### src/rtl/xs3_serial_converter.sv
// xs3_serial_converter: serial LSB-first BCD to excess-3 Mealy converter stepped by slowClk edges.
module xs3_serial_converter #(
  parameter bit STEP_ON_RISE = 1'b1
) (
  input  logic       clk100Mhz,
  input  logic       resetn,
  input  logic       slowClk,
  input  logic       bitIn,
  output logic       zOut,
  output logic [1:0] bitCount,
  output logic [3:0] bcdDigit,
  output logic [3:0] xs3Digit,
  output logic       digitValid,
  output logic       invalid
);
  typedef enum logic [2:0] {S0, S1, S2, S3, S4, S5, S6} state_t;
  state_t     state_q, state_d;
  logic       slow_prev_q;
  logic [3:0] in_sr_q, in_sr_d, out_sr_q, out_sr_d;
  logic       step, z_d, done;
  assign step = STEP_ON_RISE ? (slowClk & ~slow_prev_q) : (~slowClk & slow_prev_q);
  assign done = (state_q == S5) || (state_q == S6);
  // States where addend^carry is 1 invert the input bit
  assign z_d = bitIn ^ ((state_q == S0) || (state_q == S1) || (state_q == S4) || (state_q == S6));
  always_comb begin
    state_d = (state_q == S0) ? (bitIn ? S2 : S1) :
              (state_q == S1) ? (bitIn ? S4 : S3) :
              (state_q == S2) ? S4 :
              (state_q == S3) ? S5 :
              (state_q == S4) ? (bitIn ? S6 : S5) : S0;
    in_sr_d = in_sr_q;
    in_sr_d[bitCount] = bitIn;
    out_sr_d = out_sr_q;
    out_sr_d[bitCount] = z_d;
  end
  always_ff @(posedge clk100Mhz) begin
    slow_prev_q <= slowClk;
    if (!resetn) begin
      state_q    <= S0;
      zOut       <= 1'b0;
      bitCount   <= 2'd0;
      bcdDigit   <= 4'd0;
      xs3Digit   <= 4'd0;
      digitValid <= 1'b0;
      invalid    <= 1'b0;
      in_sr_q    <= 4'd0;
      out_sr_q   <= 4'd0;
    end else begin
      digitValid <= step && done;
      if (step) begin
        state_q  <= state_d;
        zOut     <= z_d;
        bitCount <= bitCount + 2'd1;
        in_sr_q  <= in_sr_d;
        out_sr_q <= out_sr_d;
        if (done) begin
          bcdDigit <= in_sr_d;
          xs3Digit <= out_sr_d;
          invalid  <= in_sr_d > 4'd9;
        end
      end
    end
  end
endmodule
### config.mk
export PLATFORM = sky130hd
export DESIGN_NAME = xs3_serial_converter
export DESIGN_NICKNAME = d
export VERILOG_FILES = /design/src/rtl/xs3_serial_converter.sv
export SDC_FILE = /design/constraint.sdc
export NUM_CORES = 1
export LEC_CHECK = 0
export BUFFER_PORTS_ARGS = -buffer_cell sky130_fd_sc_hd__buf_2
export CELL_PAD_IN_SITES_DETAIL_PLACEMENT = 0
export CELL_PAD_IN_SITES_GLOBAL_PLACEMENT = 1
export CORE_MARGIN = 4
export CORE_UTILIZATION = 23
export CTS_BUF_LIST = sky130_fd_sc_hd__clkbuf_4
export CTS_CLUSTER_DIAMETER = 60
export CTS_CLUSTER_SIZE = 14
export DETAILED_ROUTE_END_ITERATION = 12
export PLACE_DENSITY_LB_ADDON = 0.2
export SLEW_MARGIN = 20
export SYNTH_ARGS = -nofsm -noshare
export SYNTH_HDL_FRONTEND = slang
export SYNTH_SLANG_ARGS = --single-unit
### constraint.sdc
create_clock -name clk100Mhz -period 1.25 [get_ports clk100Mhz]
set_clock_uncertainty 0.15 [all_clocks]
set_input_delay 0.375 -clock clk100Mhz [delete_from_list [all_inputs] [get_ports clk100Mhz]]
set_output_delay 0.375 -clock clk100Mhz [all_outputs]
set_load 0.01 [all_outputs]
==> impl_metrics.yaml, run 1 <==
run_status:
  status: "finished with violations"
  violations: "negative setup slack"
run:
  cap_violations: 0
clocking:
  clkLatencyLatePin_ns: 0.34
  cts_tree: "done"
  cts_max_level: 1
  clkTransAtPathRegs_ns: 0.14
  postCtsHoldBufs: 0
  cts_num_sinks: 25
  cts_root_buffer: "clkbuf_4"
  clk_path_buf_depth: 2
  numCtsBuffers: 3
placed_design:
  hpwl_mm: 2.28
  port_buffers: 16
  dp_slack_ns: -0.207
  gp_congestion: 0.758
synth:
  yosysUniqueCellTypes: 35
  yosys_register_bits: 25
  synthTopCellsByArea: "dfxtp_1, a21oi_1, mux2i_1, ha_1, nand4_1"
  synth_seq_area_share: 0.420
  yosysTopAreaCellShare: 0.420
  syn_area_mm2: 0.00119
  netlist_instances: 130
  ys_top_cells_by_count: "dfxtp_1, a21oi_1, nand2_1"
  synth.yosys.warnings: 0
  yosysTopAreaCell: "dfxtp_1"
  synth-edff-count: 0
  syn_area_per_cell_um2: 9.17
  synth_ff_type: "dfxtp_1"
  async_flop_share: 0
  yosysMostFrequentCell: "dfxtp_1"
  syn_nets: 138
global_routing:
  use_met2: 0.184
  grt_pass1_wl_mm: 5.33
  top_usage_layer: "met2"
  use_met3: 0.0327
  use_met1: 0.134
  grt_start_max_net_pins: 16
  grt_pass1_vias: 1056
  grtUsageTotal: 0.109
  gr-total-overflow: 0
  antenna_found_initial: 0
setup_path:
  path_max_fanout: 3
  arrival_ns: 1.53
  ff2ff_path_depth: 6
  crit_type: "reg2reg"
  end_kind: "flop"
  start_kind: "flop"
  ff2ff_setup_slack_ns: -0.19
  required_ns: 1.34
route:
  wire_per_inst_um: 13.7
  dr.pass1.iters: 4
  drt-total-wl_mm: 3.30
  vias: 1106
  drc_errors: 0
  drt_iter0_drc: 44
  drt.antenna.violating_nets: 0
  viasPerCell: 4.59
layout:
  nFillCells: 504
  syn2layout_area_growth_pct: 68.2
  seq_area_um2: 534
  fin_nets: 183
  layout-drive-gt1-share: 0.621
  n_antenna_cell: 0
  multi_input_area_um2: 850
min_path:
  min_path_cells: 1
  min_path_type: "in2reg"
die:
  core_mm2: 0.00488
  die_h_um: 80
  die_w_um: 80
  ioPinCount: 17
  die_area_mm2: 0.00640
  row_count: 25
  initial_utilization: 0.244
power:
  p_total_mw: 1.58
  max-vdd-ir-drop_uv: 471
  power_density_mw_per_mm2: 788
  leakage_nw: 0.744
timing:
  finalSetupViolations: 32
  finalHoldViolCount: 0
  period_share: 1.15
  rsz0062_at_grt: "yes"
  tightest_slew_ns: 0.348
  period_needed_ns: 1.44
  fmax_mhz: 696
  fin_ws_ns: -0.187
  slew_headroom: 0.768
  finalMaxSlewViolations: 0
report_power, final:
group	switching (mW)	internal (mW)	total (mW)
sequential	0.0292	0.814	0.843
clock	0.276	0.125	0.401
combinational	0.159	0.178	0.337
worst paths after layout:
| check | from | to |
|---|---|---|
| max | bitCount[1] | in_sr_q[0] |
| min | slowClk | slow_prev_q |
| max reg2reg | bitCount[1] | in_sr_q[0] |
| min reg2reg | invalid | invalid |
critical path, stage by stage, from the launching register on:
cell and delay, ns:
dfxtp_4 0.37, buf_4 0.16, inv_4 0.07, ha_4 0.14
and3b_2 0.22, mux2i_1 0.19, nor2_1 0.05
registers in the layout (all words and copies together) (netlist names):
register / flops
bitCount: 2
invalid: 1
bcdDigit: 4
out_sr_q: 4
state_q: 3
in_sr_q: 4
digitValid: 1
xs3Digit: 4
zOut: 1
slow_prev_q: 1
kinds of logic (layout without fill, tap and decap cells):
logic type,count (synthesis),after routing,synth area share
AOI/OAI and AO/OA,35,35,0.192
xor gates and xnor gates,3,3,0.0283
buffers and inverters,13,57,0.0608
and+or+nand+nor,44,44,0.207
muxes,6,6,0.0504
adders and majority gates,4,4,0.0420
DFF,25,25,0.420
layout by cell type, fill, tap and decap left out, types with 5 or more instances in the layout:
cell | Yosys | routed
a21oi_1 | 14 | 8
nor2_1 | 5 | 5
dfxtp_2 | 0 | 12
nand2_1 | 12 | 12
dfxtp_1 | 25 | 8
buf_4 | 1 | 23
dfxtp_4 | 0 | 5
a21oi_2 | 0 | 5
buf_6 | 2 | 19
nor2b_1 | 5 | 5
nand4_1 | 8 | 8
through the flow:
step / hold WS (ns) / cell area, um^2 / utilization / TNS, ns / std cells
global placement: 0.301 / 1620 / 0.332 / -2.47 / 228
global route: 0.0644 / 2010 / 0.411 / -4.69 / 241
floorplan: 0.253 / 1300 / - / -0.0447 / 130
CTS: 0.0568 / 1910 / 0.391 / -3.59 / 237
detailed placement: 0.303 / 1620 / 0.332 / -2.78 / 228
finish: 0.0781 / 2010 / 0.411 / -3.30 / 241
per-layer routing:
layer / vias to the layer above / share of wire
met4: 0 / 0.0076
met3: 2 / 0.040
met1: 525 / 0.46
li1: 560 / -
met2: 19 / 0.49
met5: - / 0
timing repair:
action / in CTS / in global routing
gates cloned: 2 / 0
hold endpoints to repair: 0 / 0
gates resized for setup: 58 / 13
pin swaps: 14 / 9
endpoints found under the setup margin: 34 / 33
setup buffers: 4 / 4
area by class of cell:
type | count | share of cell area
Timing Repair Buffer | 49 | 0.244
Clock inverter | 1 | 0.00312
Tap cell | 67 | 0.0418
Sequential cell | 25 | 0.266
Clock buffer | 3 | 0.0112
Inverter | 4 | 0.00998
Multi-Input combinational cell | 92 | 0.424
No activity file was read; power rests on OpenSTA's default activity.
==> inputs of run 2 (changes only) <==
- CORE_UTILIZATION: 23 -> 40
==> run 2 against run 1 <==
Compared with the run above:
- the run still ends with negative setup slack left
- worst hold slack got worse by 0.0018 ns
- global-route usage rose by 5.7 points
- critical path depth fell by 4
==> impl_metrics.yaml, run 2 (synthesis results as in run 1) <==
global_routing:
  grt_pass1_wl_mm: 5.24
  grt_pass1_vias: 1151
  grtUsageTotal: 0.165
  grt_start_max_net_pins: 15
  gr-total-overflow: 0
  antenna_found_initial: 0
min_path:
  min_path_type: "in2reg"
run_status:
  status: "finished with violations"
  violations: "negative setup slack"
power:
  p_total_mw: 1.52
  max-vdd-ir-drop_uv: 595
  pwr-share-comb: 0.209
  p_int_mw: 1.10
  power_density_mw_per_mm2: 787
  p_seq_frac: 0.555
  p_sw_frac: 0.275
  switchingPower_uw: 418
  p_clk_frac: 0.236
  leakage_nw: 0.736
clocking:
  clkLatencyLatePin_ns: 0.32
  numCtsBuffers: 3
  postCtsHoldBufs: 0
  cts_num_sinks: 25
  cts_root_buffer: "clkbuf_4"
  clk_path_buf_depth: 2
  cts_max_level: 1
  cts_tree: "done"
  clkTransAtPathRegs_ns: 0.14
route:
  drc_errors: 0
  drt-total-wl_mm: 3.02
  dr.pass1.iters: 4
  vias: 1087
  drt.antenna.violating_nets: 0
  viasPerCell: 5.30
  drt_iter0_drc: 84
  wire_per_inst_um: 14.7
timing:
  finalSetupTns_ns: -3.46
  fin_ws_ns: -0.199
  slew_headroom: 0.789
  period_needed_ns: 1.45
  period_share: 1.16
  rsz0062_at_grt: "yes"
  tightest_slew_ns: 0.316
  finalMaxSlewViolations: 0
  finalSetupViolations: 31
  fmax_mhz: 690
  finalHoldViolCount: 0
layout:
  nFillCells: 230
  final_cell_mix: "buf_4, buf_6, nand2_1"
  stdcell_area_mm2: 0.00193
  layout-drive-gt1-share: 0.598
  layout_commonest_cell: "buf_4"
  n_antenna_cell: 0
  fin_nets: 183
  syn2layout_area_growth_pct: 62.1
die:
  die_w_um: 62.6
  die_area_mm2: 0.00392
  ioPinCount: 17
  row_count: 19
  initial_utilization: 0.425
  core_mm2: 0.00281
  die_h_um: 62.6
setup_path:
  critPathSlowestCell: "dfxtp_4"
  crit_type: "reg2out"
  required_ns: 0.73
  path_max_fanout: 2
  cp_common_cell: "buf_6"
  end_kind: "output pin"
  arrival_ns: 0.92
  ff2ff_setup_slack_ns: -0.18
  start_kind: "flop"
  crit_chain: "buf_6, buf_6"
  cp_slowest_stage_delay_ns: 0.38
placed_design:
  port_buffers: 16
  gp_congestion: 0.749
  dp_slack_ns: -0.213
  place_area_mm2: 0.00156
  hpwl_mm: 2.08
run:
  cap_violations: 0
[run 2: cell count changes in the layout (fill, tap and decap cells not counted), moves of 2 or more]
cell     delta
nor3b_4     -2
inv_4       -2
nor3b_2     +2
buf_4       -2
[run 2: repair_timing]
item,CTS,global route
buffers inserted,7,4
endpoints found under the setup margin,34,34
pin swaps,12,13
gates resized for setup,53,14
gates cloned,1,0
[run 2: metrics by stage]
step                cells  hold slack (ns)   util
floorplan             130            0.253      -
global placement      190            0.297  0.555
detailed placement    190            0.308  0.555
CTS                   201           0.0616  0.664
global route          205           0.0621  0.689
finish                205           0.0764  0.689
[run 2: area by class of cell]
cell class	instances	area [um^2]	share of cell area
sequential	25	533	0.276
inverter	4	30.0	0.0155
tap	31	38.8	0.0201
multi-input combinational	92	807	0.417
clock buffer	3	22.5	0.0117
timing repair buffer	49	497	0.257
clock inverter	1	5.00	0.00259
[run 2: power groups by stage]
stage	combinational (mW)	sequential, mW	clock [mW]
6_report	0.317	0.843	0.360
5_1_grt	0.344	0.848	0.405
4_1_cts	0.299	0.842	0.374
3_5_place_dp	0.258	0.861	0
3_3_place_gp	0.254	0.860	0
2_1_floorplan	0.159	0.853	0
[run 2: metal layers]
layer | wire (um) | GRT usage | share of wire
met1 | 1380 | 0.195 | 0.46
met4 | 46 | 0.0716 | 0.015
met5 | 0 | 0 | 0
met2 | 1520 | 0.292 | 0.50
met3 | 72 | 0.0288 | 0.024
[run 2: worst max-delay path, delay by kind of cell (launching register included)]
kind | cells | cell delay (ns)
flops | 1 | 0.38
buf+inv | 2 | 0.22
[run 2: final timing paths]
| kind | from | end | cells past startpoint |
|---|---|---|---|
| min | slowClk | slow_prev_q | 1 |
| min reg2reg | invalid | invalid | 2 |
| max reg2reg | bitCount[1] | in_sr_q[1] | 6 |
| max | bitCount[1] | bitCount[1] | 2 |
